$ cat src/rtl/move_sequencer_pkg.sv
// Shared move definitions for the cube robot: move codes, code width, legality check and the
// state encodings used by move_sequencer.
package rbot_move_defs;

  localparam int unsigned CODE_W = 4;

  localparam logic [CODE_W-1:0] MOVE_NOP = 4'd0;
  localparam logic [CODE_W-1:0] MOVE_R   = 4'd2;
  localparam logic [CODE_W-1:0] MOVE_RI  = 4'd3;
  localparam logic [CODE_W-1:0] MOVE_U   = 4'd4;
  localparam logic [CODE_W-1:0] MOVE_UI  = 4'd5;
  localparam logic [CODE_W-1:0] MOVE_F   = 4'd6;
  localparam logic [CODE_W-1:0] MOVE_FI  = 4'd7;
  localparam logic [CODE_W-1:0] MOVE_L   = 4'd8;
  localparam logic [CODE_W-1:0] MOVE_LI  = 4'd9;
  localparam logic [CODE_W-1:0] MOVE_B   = 4'd10;
  localparam logic [CODE_W-1:0] MOVE_BI  = 4'd11;
  localparam logic [CODE_W-1:0] MOVE_D   = 4'd12;
  localparam logic [CODE_W-1:0] MOVE_DI  = 4'd13;

  localparam logic [2:0] ST_IDLE      = 3'd0;
  localparam logic [2:0] ST_ALIGN     = 3'd1;
  localparam logic [2:0] ST_ISSUE     = 3'd2;
  localparam logic [2:0] ST_WAIT_DONE = 3'd3;
  localparam logic [2:0] ST_SETTLE    = 3'd4;
  localparam logic [2:0] ST_DONE      = 3'd5;

  // Codes 1, 14 and 15 are not face turns and must never reach the motor driver.
  function automatic logic is_legal_code(input logic [CODE_W-1:0] code);
    return (code >= MOVE_R) && (code <= MOVE_DI);
  endfunction

endpackage

$ cat src/rtl/move_sequencer_if.sv
// Move handshake between the sequencer (master) and the face-turn motor driver (slave).
interface move_sequencer_if;
  import rbot_move_defs::*;

  logic              move_valid;
  logic [CODE_W-1:0] move_code;
  logic              move_ready;
  logic              motor_done;

  modport master (
    output move_valid,
    output move_code,
    input  move_ready,
    input  motor_done
  );

  modport slave (
    input  move_valid,
    input  move_code,
    output move_ready,
    output motor_done
  );

endinterface

$ cat src/rtl/move_sequencer_settle_timer.sv
// Post-move settle timer: load on motor_done, count down while enabled, flag expiry.
// Only compiled and used when MOVE_SETTLE_EN is defined.
`ifdef MOVE_SETTLE_EN
module settle_timer #(
    parameter int unsigned CYCLES = 8
) (
    input  logic clock,
    input  logic reset_n,
    input  logic load,
    input  logic enable,
    output logic expired
);

    localparam int unsigned CNT_W = (CYCLES > 1) ? $clog2(CYCLES) : 1;

    logic [CNT_W-1:0] count_q, count_d;

    // Loading CYCLES-1 makes expiry land on the last of exactly CYCLES enabled cycles.
    always_comb begin
        count_d = count_q;
        if (load) begin
            count_d = CNT_W'(CYCLES - 1);
        end else if (enable && (count_q != '0)) begin
            count_d = count_q - CNT_W'(1);
        end
    end

    always_ff @(posedge clock or negedge reset_n) begin
        if (!reset_n) begin
            count_q <= '0;
        end else begin
            count_q <= count_d;
        end
    end

    assign expired = enable && (count_q == '0);

endmodule
`endif

$ cat src/rtl/move_sequencer.sv
// Plays a packed move list out to the motor driver one move at a time.
// Define MOVE_SETTLE_EN to add a SETTLE_CYCLES settle period after every completed move.
module move_sequencer
    import rbot_move_defs::*;
#(
    parameter int unsigned NUM_SLOTS     = 50,
    parameter int unsigned SETTLE_CYCLES = 1_000_000
) (
    input  logic                        clock,
    input  logic                        reset_n,
    input  logic                        new_moves,
    input  logic [CODE_W*NUM_SLOTS-1:0] moves,
    move_sequencer_if.master            motor,
    output logic                        busy,
    output logic                        seq_done,
    output logic [5:0]                  move_count,
    output logic                        drop_err,
    output logic                        bad_code
);

    localparam int unsigned VEC_W  = CODE_W * NUM_SLOTS;
    localparam int unsigned SLOT_W = $clog2(NUM_SLOTS + 1);

    if ((NUM_SLOTS < 2) || (NUM_SLOTS > 63)) begin : g_bad_num_slots
        $error("move_sequencer: NUM_SLOTS must be in 2..63");
    end
    if (SETTLE_CYCLES < 1) begin : g_bad_settle_cycles
        $error("move_sequencer: SETTLE_CYCLES must be at least 1");
    end

    logic [2:0]        state_q, state_d;
    logic [VEC_W-1:0]  shreg_q, shreg_d;
    logic [SLOT_W-1:0] slots_left_q, slots_left_d;
    logic [5:0]        move_count_q, move_count_d;
    logic              drop_err_q, drop_err_d;
    logic              bad_code_q, bad_code_d;

    logic [CODE_W-1:0] top_code;
    logic [VEC_W-1:0]  shreg_shifted;
    logic              settle_expired;

    assign top_code      = shreg_q[VEC_W-1 -: CODE_W];
    assign shreg_shifted = {shreg_q[VEC_W-CODE_W-1:0], {CODE_W{1'b0}}};

`ifdef MOVE_SETTLE_EN
    settle_timer #(
        .CYCLES (SETTLE_CYCLES)
    ) u_settle_timer (
        .clock   (clock),
        .reset_n (reset_n),
        .load    ((state_q == ST_WAIT_DONE) && motor.motor_done),
        .enable  (state_q == ST_SETTLE),
        .expired (settle_expired)
    );
`else
    assign settle_expired = 1'b0;
`endif

    always_comb begin
        state_d      = state_q;
        shreg_d      = shreg_q;
        slots_left_d = slots_left_q;
        move_count_d = move_count_q;
        drop_err_d   = drop_err_q;
        bad_code_d   = bad_code_q;

        // Any list offered outside IDLE is discarded and remembered.
        if (new_moves && (state_q != ST_IDLE)) begin
            drop_err_d = 1'b1;
        end

        case (state_q)
            ST_IDLE: begin
                if (new_moves) begin
                    shreg_d      = moves;
                    slots_left_d = SLOT_W'(NUM_SLOTS);
                    move_count_d = '0;
                    state_d      = ST_ALIGN;
                end
            end
            ST_ALIGN: begin
                if ((shreg_q == '0) || (slots_left_q == '0)) begin
                    state_d = ST_DONE;
                end else if (!is_legal_code(top_code)) begin
                    shreg_d      = shreg_shifted;
                    slots_left_d = slots_left_q - SLOT_W'(1);
                    if (top_code != MOVE_NOP) begin
                        bad_code_d = 1'b1;
                    end
                end else begin
                    state_d = ST_ISSUE;
                end
            end
            ST_ISSUE: begin
                if (motor.move_ready) begin
                    shreg_d      = shreg_shifted;
                    slots_left_d = slots_left_q - SLOT_W'(1);
                    if (move_count_q != 6'(NUM_SLOTS)) begin
                        move_count_d = move_count_q + 6'd1;
                    end
                    state_d = ST_WAIT_DONE;
                end
            end
            ST_WAIT_DONE: begin
                if (motor.motor_done) begin
`ifdef MOVE_SETTLE_EN
                    state_d = ST_SETTLE;
`else
                    state_d = ST_ALIGN;
`endif
                end
            end
            ST_SETTLE: begin
                if (settle_expired) begin
                    state_d = ST_ALIGN;
                end
            end
            ST_DONE: begin
                state_d = ST_IDLE;
            end
            default: begin
                state_d = ST_IDLE;
            end
        endcase
    end

    always_ff @(posedge clock or negedge reset_n) begin
        if (!reset_n) begin
            state_q      <= ST_IDLE;
            shreg_q      <= '0;
            slots_left_q <= '0;
            move_count_q <= '0;
            drop_err_q   <= 1'b0;
            bad_code_q   <= 1'b0;
        end else begin
            state_q      <= state_d;
            shreg_q      <= shreg_d;
            slots_left_q <= slots_left_d;
            move_count_q <= move_count_d;
            drop_err_q   <= drop_err_d;
            bad_code_q   <= bad_code_d;
        end
    end

    assign motor.move_valid = (state_q == ST_ISSUE);
    assign motor.move_code  = (state_q == ST_ISSUE) ? top_code : MOVE_NOP;
    assign busy             = (state_q != ST_IDLE);
    assign seq_done         = (state_q == ST_DONE);
    assign move_count       = move_count_q;
    assign drop_err         = drop_err_q;
    assign bad_code         = bad_code_q;

endmodule

$ cat src/flat_wrapper.sv
// flat-port wrapper written by rule: the top's interface ports become plain ports
module move_sequencer_flat import rbot_move_defs::*;
#(
    parameter int unsigned NUM_SLOTS     = 50,
    parameter int unsigned SETTLE_CYCLES = 1_000_000
)
  (clock, reset_n, new_moves, moves, busy, seq_done, move_count, drop_err, bad_code, motor_move_valid, motor_move_code, motor_move_ready, motor_motor_done);
  move_sequencer_if motor_i ();
  input  logic clock;
  input  logic reset_n;
  input  logic new_moves;
  input  logic [CODE_W*NUM_SLOTS-1:0] moves;
  output logic busy;
  output logic seq_done;
  output logic [5:0] move_count;
  output logic drop_err;
  output logic bad_code;
  output wire logic [$bits(motor_i.move_valid)-1:0] motor_move_valid;
  output wire logic [$bits(motor_i.move_code)-1:0] motor_move_code;
  input wire logic [$bits(motor_i.move_ready)-1:0] motor_move_ready;
  input wire logic [$bits(motor_i.motor_done)-1:0] motor_motor_done;
  assign motor_move_valid = motor_i.move_valid;
  assign motor_move_code = motor_i.move_code;
  assign motor_i.move_ready = motor_move_ready;
  assign motor_i.motor_done = motor_motor_done;
  move_sequencer #(.NUM_SLOTS(NUM_SLOTS), .SETTLE_CYCLES(SETTLE_CYCLES)) u_core (.clock(clock), .reset_n(reset_n), .new_moves(new_moves), .moves(moves), .motor(motor_i), .busy(busy), .seq_done(seq_done), .move_count(move_count), .drop_err(drop_err), .bad_code(bad_code));
endmodule
$ cat config.mk
export PLATFORM = sky130hd
export DESIGN_NAME = move_sequencer_flat
export DESIGN_NICKNAME = d
export VERILOG_FILES = /design/src/rtl/move_sequencer_pkg.sv /design/src/rtl/move_sequencer_if.sv /design/src/rtl/move_sequencer_settle_timer.sv /design/src/rtl/move_sequencer.sv /design/src/flat_wrapper.sv
export SDC_FILE = /design/constraint.sdc
export NUM_CORES = 1
export LEC_CHECK = 0
export BUFFER_PORTS_ARGS = -buffer_cell sky130_fd_sc_hd__buf_4
export CAP_MARGIN = 20
export CORE_UTILIZATION = 43
export DETAILED_ROUTE_END_ITERATION = 12
export PLACE_DENSITY_LB_ADDON = 0.12
export SLEW_MARGIN = 25
export SYNTH_ARGS = -nofsm -noshare
export SYNTH_HDL_FRONTEND = slang
export SYNTH_HIERARCHICAL = 1
export SYNTH_SLANG_ARGS = --single-unit
$ cat constraint.sdc
create_clock -name clock -period 6.15 [get_ports clock]
set_input_delay 0.615 -clock clock [delete_from_list [all_inputs] [get_ports clock]]
set_output_delay 0.615 -clock clock [all_outputs]
set_load 0.01 [all_outputs]
# After elaboration in Yosys (flattened, before gate mapping)

Index checks and enable logic that the tools add are counted.

Flip-flop bits (word level): 217
Bits of input ports: 205
Logic and storage cells: 61

$add $sub $neg: 2
Magnitude comparators: 2
Equality and inequality tests: 13
Muxes and demuxes: 21
Bitwise operators: 3
Reduce and logical (&&, ||, !) cells: 14

Operators with widths:

| cell                | number |
|---|---|
| $mux 200            | 4 |
| $pmux 200 s3        | 1 |
| $logic_not 200->1   | 1 |
| $mux 6              | 7 |
| $pmux 6 s3          | 1 |
| $mux 3              | 5 |
| $pmux 3 s5          | 1 |
| $pmux 6 s2          | 1 |
| $reduce_and 5->1    | 2 |
| $ne 2x2->1 const B  | 4 |
| $reduce_and 4->1    | 2 |
| $add 6x1->6 const B | 1 |
| $eq 3x2->1 const B  | 2 |
| $eq 3x3->1 const B  | 2 |
| $logic_not 6->1     | 1 |
| $ne 6x6->1 const B  | 1 |
| $reduce_bool 3->1   | 2 |
| $sub 6x1->6 const B | 1 |
| $ge 4x2->1 const B  | 1 |
| $le 4x4->1 const B  | 1 |
| $mux 4              | 1 |
| $ne 2x1->1 const B  | 2 |
| $reduce_bool 4->1   | 1 |
| $eq 3x1->1 const B  | 1 |
| 6 further kinds     | 9 |

# Longest topological paths before layout

Gate-level depths: netlist (run 1).

Depth in word-level cells: 5
Depth in mapped cells: 8
Mapped depth without buffers: 7

# Worst setup path before layout (run 1)

Ideal clock, no wire load.

Kind: register to register
Start point: register u_core.shreg_q[38]
End point: register u_core.slots_left_q[0]
Library setup time: 0.125 ns
Arrival: 1.912 ns
Setup slack: 4.114 ns
Stages on the path, launching flop included: 8
Buffers on the path: 1
Path through: dfrtp_1 > nor4_1 > nand4_1 > nor4_2 > nand4_1 > buf_2 > nand2_2 > mux2_2

Cells in the longest elaborated chain, start to end: 4

Ends and longest elaborated chain:

| item                       | RTL line              | text |
|---|---|---|
| start: declaration         | move_sequencer.sv:32  | `logic [VEC_W-1:0] shreg_q, shreg_d;` |
| start signal: assignment   | move_sequencer.sv:137 | `shreg_q <= shreg_d;` |
| $logic_not 200->1          | move_sequencer.sv:82  | `if ((shreg_q == '0) \|\| (slots_left_q == '0)) begin` |
| $logic_or 1x1->1           | move_sequencer.sv:82  |  |
| $ne 2x2->1 (no line)       | -                     |  |
| $reduce_and 5->1 (no line) | -                     |  |
| end signal: assignment     | move_sequencer.sv:138 | `slots_left_q <= slots_left_d;` |
| end: declaration           | move_sequencer.sv:33  | `logic [SLOT_W-1:0] slots_left_q, slots_left_d;` |

No other way between the ends.
A chain may end at the register's enable or synchronous reset.

# Worst setup path after layout (run 1)

Start point: register u_core.shreg_q[109]
End point: register u_core.slots_left_q[0]

The elaborated chain is that of the path after synthesis.

==> results.md, run 1 <==
* Antenna-violating nets left at 0
* Final TNS setup at 0 ns
* Maximum clock insertion buffer count at 3
* Fin. max-slew vios at 0
* TritonCTS Sinks at 217
* Critical Path End Type: register
* Post-Synthesis Cells at around 1300
* Height of the chip at 170 um
* CTS tree: yes
* LEAKAGE at 0.00587 uW
* Leading cell types by total area after synthesis: dfrtp_1 45%, a41oi_2 16%, nand2_1 13%
* R2R Path Start: u_core/shreg_q[109]
* Die area at 29000 um2
* Ys async rst share at 1.00
* IO Port Bufs at 219
* GR Overflow Total at 0
* Die width at roughly 170 um
* H-tree level count at 1
* Cell Area, Synth at 12200 um2
* HP Class: input pin to async pin
* Max-slew headroom at the worst pin at 0.253
* # IOs at 220
* CP Launch Type: register
* Worst-Margin Slew at 1.12 ns
* Status: completed
* PwrDens at 602 nW/um2
* # Post-CTS Setup Buffers at 0
* Area grow syn2layout at 21.4%
* CTS Buf Count at 25
* Initial antenna violation count at 0
* Clock Skews at around 0.013 ns
* Worst-Skew Late Latency at 0.53 ns
* Crit path time final at 3.48 ns
* Final setup fails at 0
* Hold_ws at 0.146 ns
* Power Total at 8890 uW
* Largest net degree at the start of global routing at 210
* Syn_nets at 1521
* First-pass GRT wire length at 54.8 mm
* Layout cells sized above 1 at 0.276
* Arrival @ worst endpoint at 3.89 ns
* CP Class: register to register
* DRC viols at 0
* Mean Syn Cell Area at 9.27 um2
* Effective utilization at floorplan at 0.438
* Crit-path max FO at approximately 210
* Final nets at ~1600
* Vias in the first global route at approximately 10000
* R2R Path End: u_core/slots_left_q[0]
* Fin crit share at 0.565
* # fillers at 2651
* Sequential area share after synthesis at 0.446
* Max cap viols at 0
* Final RePlAce weighted congestion at 0.796
* Inst Count DP at around 1800
* Worst EP required at approximately 6.6 ns
* Peak VDD IR at 0.490 mV
* Post-cts sizing count at 0
* Top cell type's share of synthesized area at 0.446
* Router iterations before antenna repair at 7
* Post-DP HPWL at 22.7 mm
* Vias per inst at 5.88
* Post-synth cell types at 41
* Max Fclk at 288 MHz
* Crit path to: u_core/slots_left_q[0]
* Seq cells post-synth at 217
* Crit. Startpoint: u_core/shreg_q[109]
* RSZ-0062 raised after global routing: false
* Initial DRC count at 970
* Routed wire length at approximately 35 mm
* Final Hold Fails at 0
* CTS Hold Bufs at 0
* Routed vias at roughly 11000
* Worst r2r path cells at 7
* Non-filler cells, final at 1831
* Gr usage total at 0.237
* CORE AREA at 27800 um2
* Root buf cell: clkbuf_16
* Number of synthesized flops with an enable pin at 0
* WL/cell at 19.0 um
* Num rows at 61
* Reg clk slew, reported paths at roughly 0.060 ns
* N_diodes at 0
* Synth area leader: dfrtp_1
* R2R Setup Slk at ~2.7 ns
* Main synth FF type: dfrtp_1
* Warnings from Yosys at 6
## power breakdown
group / leakage (uW) / switching [uW] / total (uW) / internal, uW
registers: 0.00244 / 676 / 2880 / 2200
clock network: 0.000406 / 591 / 1480 / 888
logic: 0.00302 / 2760 / 4540 / 1780
total: 0.00587 / 4030 / 8890 / 4870
## cells in the mapped netlist (4+ instances only)
cell,count
clkbuf_1,98
a21oi_1,201
nor2_1,11
nand3_1,8
nand2_1,407
nand4_1,16
nor4_1,49
a41oi_2,120
a41oi_1,77
buf_2,29
ha_1,4
inv_1,11
nor3_1,7
mux2i_1,6
dfrtp_1,217
and2_1,4
## per-stage QoR
stage	cell area [um2]	utilization	worst slack (ns)
after floorplan	12200	-	4.11
after global placement	13900	0.500	2.65
after detailed placement	13900	0.501	2.64
after CTS	14700	0.530	2.62
after global routing	14800	0.531	2.59
final	14800	0.531	2.67
## worst max-delay path, cell delays in order, from the launching register on
cell	delay, ns
dfrtp_1	0.40
nor4_1	0.53
nand4_1	0.26
nor4_2	0.50
nand4_1	0.26
buf_12	0.40
nand2_2	0.43
mux2_2	0.37
## routing by layer
metal / global-route usage / wire length [um] / part of all wire / vias to the layer above
met3: 0.0302 / 1620 / 0.047 / 50
met4: 0.0603 / 749 / 0.021 / 0
met1: 0.347 / 16100 / 0.46 / 5293
met2: 0.370 / 16400 / 0.47 / 307
met5: 0 / 0 / 0 / -
li1: - / - / - / 5114
## logic make-up (layout without fill, tap and decap cells)
| kind of cell | after synthesis | after routing | share of synthesized area |
|---|---|---|---|
| mux | 7 | 7 | 0.00586 |
| simple gates | 515 | 515 | 0.179 |
| fa+ha+maj | 4 | 4 | 0.00411 |
| xor+xnor | 1 | 1 | 0.000720 |
| compound gates | 422 | 422 | 0.314 |
| flops | 217 | 217 | 0.446 |
| buf+inv | 146 | 287 | 0.0505 |
## worst min-delay path by stage
| stage | startpoint | end |
|---|---|---|
| after detailed placement | u_core/drop_err | u_core/drop_err |
| after global routing | reset_n | u_core/shreg_q[169] |
| after global placement | u_core/drop_err | u_core/drop_err |
| after CTS | reset_n | u_core/shreg_q[170] |
| after floorplan | reset_n | u_core/bad_code |
| final | reset_n | u_core/shreg_q[169] |
## state kept, by name (all words and copies together), names as in the netlist
name,cells
u_core/bad_code,1
u_core/drop_err,1
u_core/move_count,6
u_core/shreg_q,200
u_core/slots_left_q,6
u_core/state_q,3
## placed cells by master, fill, tap and decap left out, types with 3 or more instances in the layout
| cell | netlist | layout |
|---|---|---|
| clkbuf_16 | 0 | 25 |
| o21ai_0 | 3 | 3 |
| ha_1 | 4 | 4 |
| nor4_1 | 49 | 49 |
| a41oi_1 | 77 | 77 |
| mux2i_1 | 6 | 6 |
| clkbuf_8 | 0 | 5 |
| nand4_1 | 16 | 16 |
| nand3_1 | 8 | 8 |
| clkinv_2 | 0 | 5 |
| dfrtp_1 | 217 | 217 |
| and2_1 | 4 | 4 |
| a21oi_1 | 201 | 200 |
| or3_1 | 3 | 3 |
| inv_1 | 11 | 11 |
| a31oi_1 | 3 | 3 |
| nor2_1 | 11 | 11 |
| a41oi_2 | 120 | 120 |
| o31ai_1 | 3 | 3 |
| buf_4 | 2 | 223 |
| nand2_1 | 407 | 407 |
| clkbuf_1 | 98 | 4 |
| buf_12 | 0 | 5 |
| nor3_1 | 7 | 7 |
## layout make-up
cell class                      count  area [um2]  share of cell area
Inverter                           12        45.0             0.00305
Timing Repair Buffer              232        1860               0.126
Multi-Input combinational cell    949        6150               0.416
Clock inverter                      9         103             0.00695
Tap cell                          378         473              0.0320
Sequential cell                   217        5430               0.368
Clock buffer                       34         709              0.0481
Note: power is estimated with default switching activity, not from simulation.
==> run 2, diff against run 1 <==
Settings changed: ABC_AREA from default to 1.
Clock period 6.15 ns to 2.91 ns, I/O delays scaled along.
==> results.md, run 2 <==
* Status: completed
* Routed vias at 11900 (+10%)
* Number of synthesized flops with an enable pin at 0 (unchanged)
* WL/cell at 13.8 um (-28%)
* Setup ws final at 0.328 ns (-2.35 ns)
* Fin. max-slew vios at 0 (unchanged)
* Maximum clock insertion buffer count at 3 (unchanged)
* Top cell type's share of synthesized area at 0.451 (+0.00450)
* Max reg flops at 200 (unchanged)
* CP Launch Type: register
* Syn_nets at 2054 (+35%)
* LEAKAGE at 0.00842 uW (+44%)
* Critical Path End Type: register
* Router iterations before antenna repair at 5 (-2)
* Final setup fails at 0 (unchanged)
* Internal power at 10000 uW (+110%)
* Synth area leader: dfrtp_1
* Final RePlAce weighted congestion at 0.867 (+8.9%)
* Seq pwr share at 0.279 (-0.045)
* Post-DP HPWL at 20.7 mm (-9.0%)
* Arrival @ worst endpoint at 2.98 ns (-0.91 ns)
* Max Fclk at 387 MHz (+35%)
* First-pass GRT wire length at 53.9 mm (-1.6%)
* Max-slew headroom at the worst pin at 0.443 (+0.190)
* Cell Area, Synth at 12000 um2 (-1.0%)
* GR Overflow Total at 0 (unchanged)
* Final nets at 2210 (+34%)
* Hold_ws at 0.0815 ns (-0.0647 ns)
* # Post-CTS Setup Buffers at 0 (unchanged)
* # IOs at 220 (unchanged)
* Clk pwr share at 0.164 (-0.002)
* Setup WS pre-CTS at 0.394 ns (-2.24 ns)
* Fin crit share at 0.887 (+0.322)
* Worst-Skew Late Latency at 0.53 ns (about the same)
* CTS Buf Count at 25 (unchanged)
* Combinational share of power at 0.557 (+0.047)
* Ys async rst share at 1.00 (unchanged)
* Height of the chip at 169 um (-0.49%)
* CP Class: register to register
* N_diodes at 0 (unchanged)
* Vias per inst at 4.96 (-16%)
* Clock Skews at 0.0237 ns (+0.0108 ns)
* Routed wire length at 32.9 mm (-5.6%)
* Crit path time final at 2.58 ns (-0.894 ns)
* Root buf cell: clkbuf_16
* Area grow syn2layout at 23.2%
* Main synth FF type: dfrtp_1
* Seq cells post-synth at 217 (unchanged)
* Final Hold Fails at 0 (unchanged)
* Initial antenna violation count at 0 (unchanged)
* Peak VDD IR at 1.55 mV (+220%)
* Non-filler cells, final at 2391 (+31%)
* Most common cell after layout, fill and taps aside: nand2_1
* Warnings from Yosys at 6 (unchanged)
* Num rows at 60 (-1.6%)
* Vias in the first global route at 11000 (+10%)
* Final TNS setup at 0 ns (unchanged)
* Max cap viols at 0 (unchanged)
* Top reg by flops: u_core/shreg_q
* NetSw at 9670 uW (+140%)
* TritonCTS Sinks at 217 (unchanged)
* CTS tree: yes
* Count leader, synth: nand2_1
* Reg clk slew, reported paths at 0.06 ns (about the same)
* Die width at 169 um (-0.49%)
* Die area at 28700 um2 (-0.98%)
* Initial DRC count at 848 (-13%)
* Largest net degree at the start of global routing at 175 (-17%)
* Layout cells sized above 1 at 0.143 (-0.133)
* Sw Ratio at 0.491 (+0.0383)
* Effective utilization at floorplan at 0.442 (+0.00407)
* Worst EP required at 3.31 ns (-3.25 ns)
* Gr usage total at 0.229 (-0.00826)
* Worst-Margin Slew at 0.836 ns (-0.285 ns)
* Sequential area share after synthesis at 0.451 (+0.00450)
* Synth cell count leaders: 1082 x nand2_1, 218 x nand3_1, 217 x dfrtp_1
* CORE AREA at 27300 um2 (-1.9%)
* H-tree level count at 1 (unchanged)
* Crit-path max FO at 45 (-78%)
* RSZ-0062 raised after global routing: false
* Leading cell types by total area after synthesis: dfrtp_1 45%, nand2_1 34%, nand3_1 9.1%
* Most frequent cells in the layout: 1081 x nand2_1, 224 x buf_4, 218 x nand3_1
* Antenna-violating nets left at 0 (unchanged)
* IO Port Bufs at 219 (unchanged)
* DRC viols at 0 (unchanged)
* Inst Count DP at 2344 (+31%)
* HP Class: input pin to register
* Post-Synthesis Cells at 1845 (+41%)
* Post-synth cell types at 30 (-27%)
* Mean Syn Cell Area at 6.53 um2 (-30%)
* PwrDens at 1330 nW/um2 (+120%)
-- run 2: path summary, 6_finish.rpt --
kind                                           from                  end  slack, ns  cells after the start
worst min register to register  u_core/shreg_q[196]  u_core/shreg_q[196]       0.48                      2
worst max register to register   u_core/shreg_q[84]   u_core/shreg_q[83]       0.33                     14
max in group asynchronous                   reset_n   u_core/shreg_q[28]       1.67                      3
min in group asynchronous                   reset_n   u_core/shreg_q[11]       0.32                      2
worst max-delay path             u_core/shreg_q[84]   u_core/shreg_q[83]       0.33                     14
worst min-delay path                     moves[167]  u_core/shreg_q[167]       0.08                      5
-- run 2: routing by layer --
layer	GRT usage	wire length, um
met5	0	0
met4	0.0584	735
met3	0.0280	1660
met2	0.370	15400
met1	0.327	15100
-- run 2: cells by family after synthesis --
family	share of synthesized area
AND/OR/NAND/NOR	0.483
XOR/XNOR	0.00145
adder cells (fa/ha/maj)	0.00416
buffers and inverters	0.0507
flip-flops	0.451
AO/OA/AOI/OAI	0.00945
-- run 2: final cells by class --
type / count / area, um2
fill: 2774 / 12400
clock inverter: 13 / 169
clock buffer: 32 / 672
multi-input combinational: 1489 / 6030
inverter: 29 / 114
timing repair buffer: 239 / 1960
sequential: 217 / 5430
tap: 372 / 465
-- run 2: through the flow --
stage                     power (uW)   util  area, um2
after floorplan                13700      -      12000
after global placement         16400  0.513      14000
after detailed placement       16500  0.513      14000
after CTS                      19900  0.545      14800
after global routing           21700  0.545      14800
final                          19700  0.545      14800
-- run 2: timing repair --
item                      4_1_cts  5_1_grt
gates resized for setup         0        0
hold buffers                    2        0
hold endpoints to repair       79        0
-- run 2: critical path, cell delays in order, from the launching register on --
cell	delay, ns
dfrtp_1	0.40
nor2_1	0.11
nand2_1	0.06
nor2_1	0.16
nand2_1	0.13
nor2_1	0.22
nand2_1	0.08
nor2_1	0.09
nand2_1	0.11
nand3_1	0.22
nand2_8	0.11
buf_4	0.30
buf_4	0.29
nand3_1	0.10
nand2_1	0.06
-- run 2: power groups by stage --
| stage | combinational (uW) | clock (uW) | sequential, uW |
|---|---|---|---|
| 2_1_floorplan | 8440 | 0 | 5270 |
| 3_3_place_gp | 10900 | 0 | 5480 |
| 3_5_place_dp | 11000 | 0 | 5500 |
| 4_1_cts | 11100 | 3300 | 5470 |
| 5_1_grt | 12700 | 3420 | 5650 |
| 6_report | 11000 | 3230 | 5490 |
==> run 3, diff against run 2 <==
Settings changed: SETUP_SLACK_MARGIN from default to 0.02.
Clock period 2.91 ns to 2.2 ns, I/O delays scaled along.
==> results.md, run 3 (synthesis results as in run 2) <==
* Hold wc startpoint: moves[15]
* Worst-Skew Late Latency at 0.53 ns (about the same)
* Fin crit share at 0.935 (+0.0476)
* Arrival @ worst endpoint at 2.51 ns (-0.47 ns)
* Crit path time final at 2.06 ns (-0.525 ns)
* Cell family with most CP delay: simple AND/OR/NAND/NOR gates
* IO Port Bufs at 219 (unchanged)
* TritonCTS Sinks at 217 (unchanged)
* Buf/Inv on CP at 2 (unchanged)
* Router iterations before antenna repair at 5 (unchanged)
* Most frequent cells in the layout: 1077 x nand2_1, 248 x buf_4, 217 x nand3_1, 217 x dfrtp_1, 141 x nor2_1
* Max incr delay on CP at 0.40 ns (about the same)
* Worst EP required at 2.66 ns (-0.65 ns)
* Final Hold Fails at 0 (unchanged)
* # IOs at 220 (unchanged)
* Antenna-violating nets left at 0 (unchanged)
* WL met3 at 1.89 mm (+14%)
* Critical Path End Type: register
* Max Fclk at 486 MHz (+26%)
* Effective utilization at floorplan at 0.442 (unchanged)
* CORE AREA at 27300 um2 (unchanged)
* CTS Buf Count at 26 (+4.0%)
* WL/cell at 14.4 um (+4.5%)
* Vias in the first global route at 11200 (+2.1%)
* Finished layout cell area at 15500 um2 (+4.5%)
* Slowest CP cell: dfrtp_1
* Max-slew headroom at the worst pin at 0.594 (+0.151)
* Final nets at 2258 (+2.2%)
* RSZ-0062 raised after global routing: true
* Clock Skews at 0.0168 ns (-0.00692 ns)
* Die width at 169 um (unchanged)
* H-tree level count at 1 (unchanged)
* Initial antenna violation count at 0 (unchanged)
* Maximum clock insertion buffer count at 3 (unchanged)
* Routed wire length at 35.1 mm (+6.6%)
* Crit path cell chain: nor2_1 -> nand2_1 -> nor2_1 -> nand2_1 -> nor2_1 -> buf_4 -> nand2_2 -> nor2_4 -> nand2_2 -> nand3_4 -> nand2_8 -> nand2_4 -> clkbuf_16 -> nand2_1 -> nand2_1
* Placed inst area at 14300 um2 (+2.5%)
* Max reg flops at 200 (unchanged)
* Setup ws final at 0.143 ns (-0.185 ns)
* Core Util, Final at 0.569 (+0.0243)
* GR Overflow Total at 0 (unchanged)
* Max cap viols at 0 (unchanged)
* Root buf cell: clkbuf_16
* First-pass GRT wire length at 55.3 mm (+2.6%)
* Post-DP HPWL at 21.9 mm (+5.8%)
* Routed vias at 12100 (+2.3%)
* Hold_ws at 0.0143 ns (-0.0672 ns)
* Crit-path max FO at 9 (-80%)
* Status: completed
* Inst Count DP at 2377 (+1.4%)
* Layout cells sized above 1 at 0.168 (+0.0252)
* PwrDens at 1830 nW/um2 (+38%)
* WL met1 at 15.7 mm (+4.2%)
* Num rows at 60 (unchanged)
* CP Launch Type: register
* Largest net degree at the start of global routing at 83 (-53%)
* Worst-Margin Slew at 0.609 ns (-0.227 ns)
* HP Class: input pin to register
* DRC viols at 0 (unchanged)
* CP Class: register to register
* Gr usage total at 0.236 (+0.00666)
* Die area at 28700 um2 (unchanged)
* Area grow syn2layout at 28.7%
* Reg clk slew, reported paths at 0.06 ns (about the same)
* Top reg by flops: u_core/shreg_q
* Most used cell, CP: nand2_1
* Fin. max-slew vios at 0 (unchanged)
* Vias per inst at 4.97 (+0.28%)
* Peak VDD IR at 1.29 mV (-16%)
* Non-filler cells, final at 2440 (+2.0%)
* N_diodes at 0 (unchanged)
* Final setup fails at 0 (unchanged)
* Routed wl met2 at 16.5 mm (+7.4%)
* R2R Path Start: u_core/shreg_q[44]
* Most common cell after layout, fill and taps aside: nand2_1
* Final RePlAce weighted congestion at 0.870 (+0.44%)
* Initial DRC count at 1052 (+24%)
* LEAKAGE at 0.00876 uW (+4.0%)
* Top sig layer: met4
* Setup WS pre-CTS at -0.0577 ns (-0.451 ns)
* Crit. Startpoint: u_core/shreg_q[44]
* CTS tree: yes
* Height of the chip at 169 um (unchanged)
* R2R Setup Slk at 0.14 ns (-0.18 ns)
[run 3: cell types whose count changed in the layout (fill, tap and decap cells not counted), moves of 5 or more]
cell,change
buf_12,+5
buf_4,+24
nor2_1,-8
nor2_2,+7
clkbuf_16,+8
[run 3: repair_timing]
action / in CTS / in global routing
cloned: 1 / 11
setup buffers: 1 / 1
pin swaps: 0 / 3
endpoints found under the setup margin: 206 / 206
endpoints found under the hold margin: 68 / 0
resized for setup: 2 / 21
hold buffers: 2 / 0
[run 3: final timing paths]
path / end / cells past startpoint
setup / recovery: u_core/shreg_q[83] / 15
min in group asynchronous: u_core/shreg_q[23] / 2
hold reg to reg: u_core/drop_err / 1
hold / removal: u_core/shreg_q[15] / 5
setup reg to reg: u_core/shreg_q[83] / 15
max in group asynchronous: u_core/shreg_q[81] / 3
[run 3: per-stage QoR]
stage               setup TNS [ns]  total power (uW)
global route               -0.0180             31000
CTS                              0             27100
floorplan                        0             18100
detailed placement           -5.82             22800
global placement         -0.000296             22600
finish                           0             28300
[run 3: area by class of cell]
cell class | count | area, um2
multi-input combinational | 1493 | 6130
fill | 2673 | 11700
clock buffer | 42 | 792
timing repair buffer | 282 | 2540
clock inverter | 5 | 25.0
tap | 372 | 465
inverter | 29 | 116
sequential | 217 | 5430
[run 3: where the power goes]
group          internal (uW)  switching [uW]  total [uW]
Combinational           6360           10600       16900
Clock                   2440            1670        4110
Sequential              5930            1360        7290
Total                  14700           13600       28300
[run 3: metal layers]
layer,GRT usage,vias up
li1,-,6140
met1,0.330,5583
met2,0.386,356
met3,0.0257,58
met4,0.0693,0
met5,0,-
[run 3: worst reg2reg max path: stages (launching register included)]
cell and delay [ns]:
dfrtp_1 0.40, nor2_1 0.13, nand2_1 0.06, nor2_1 0.10, nand2_1 0.07, nor2_1 0.12
buf_4 0.12, nand2_2 0.06, nor2_4 0.09, nand2_2 0.10, nand3_4 0.10, nand2_8 0.14
nand2_4 0.20, clkbuf_16 0.20, nand2_1 0.05, nand2_1 0.06
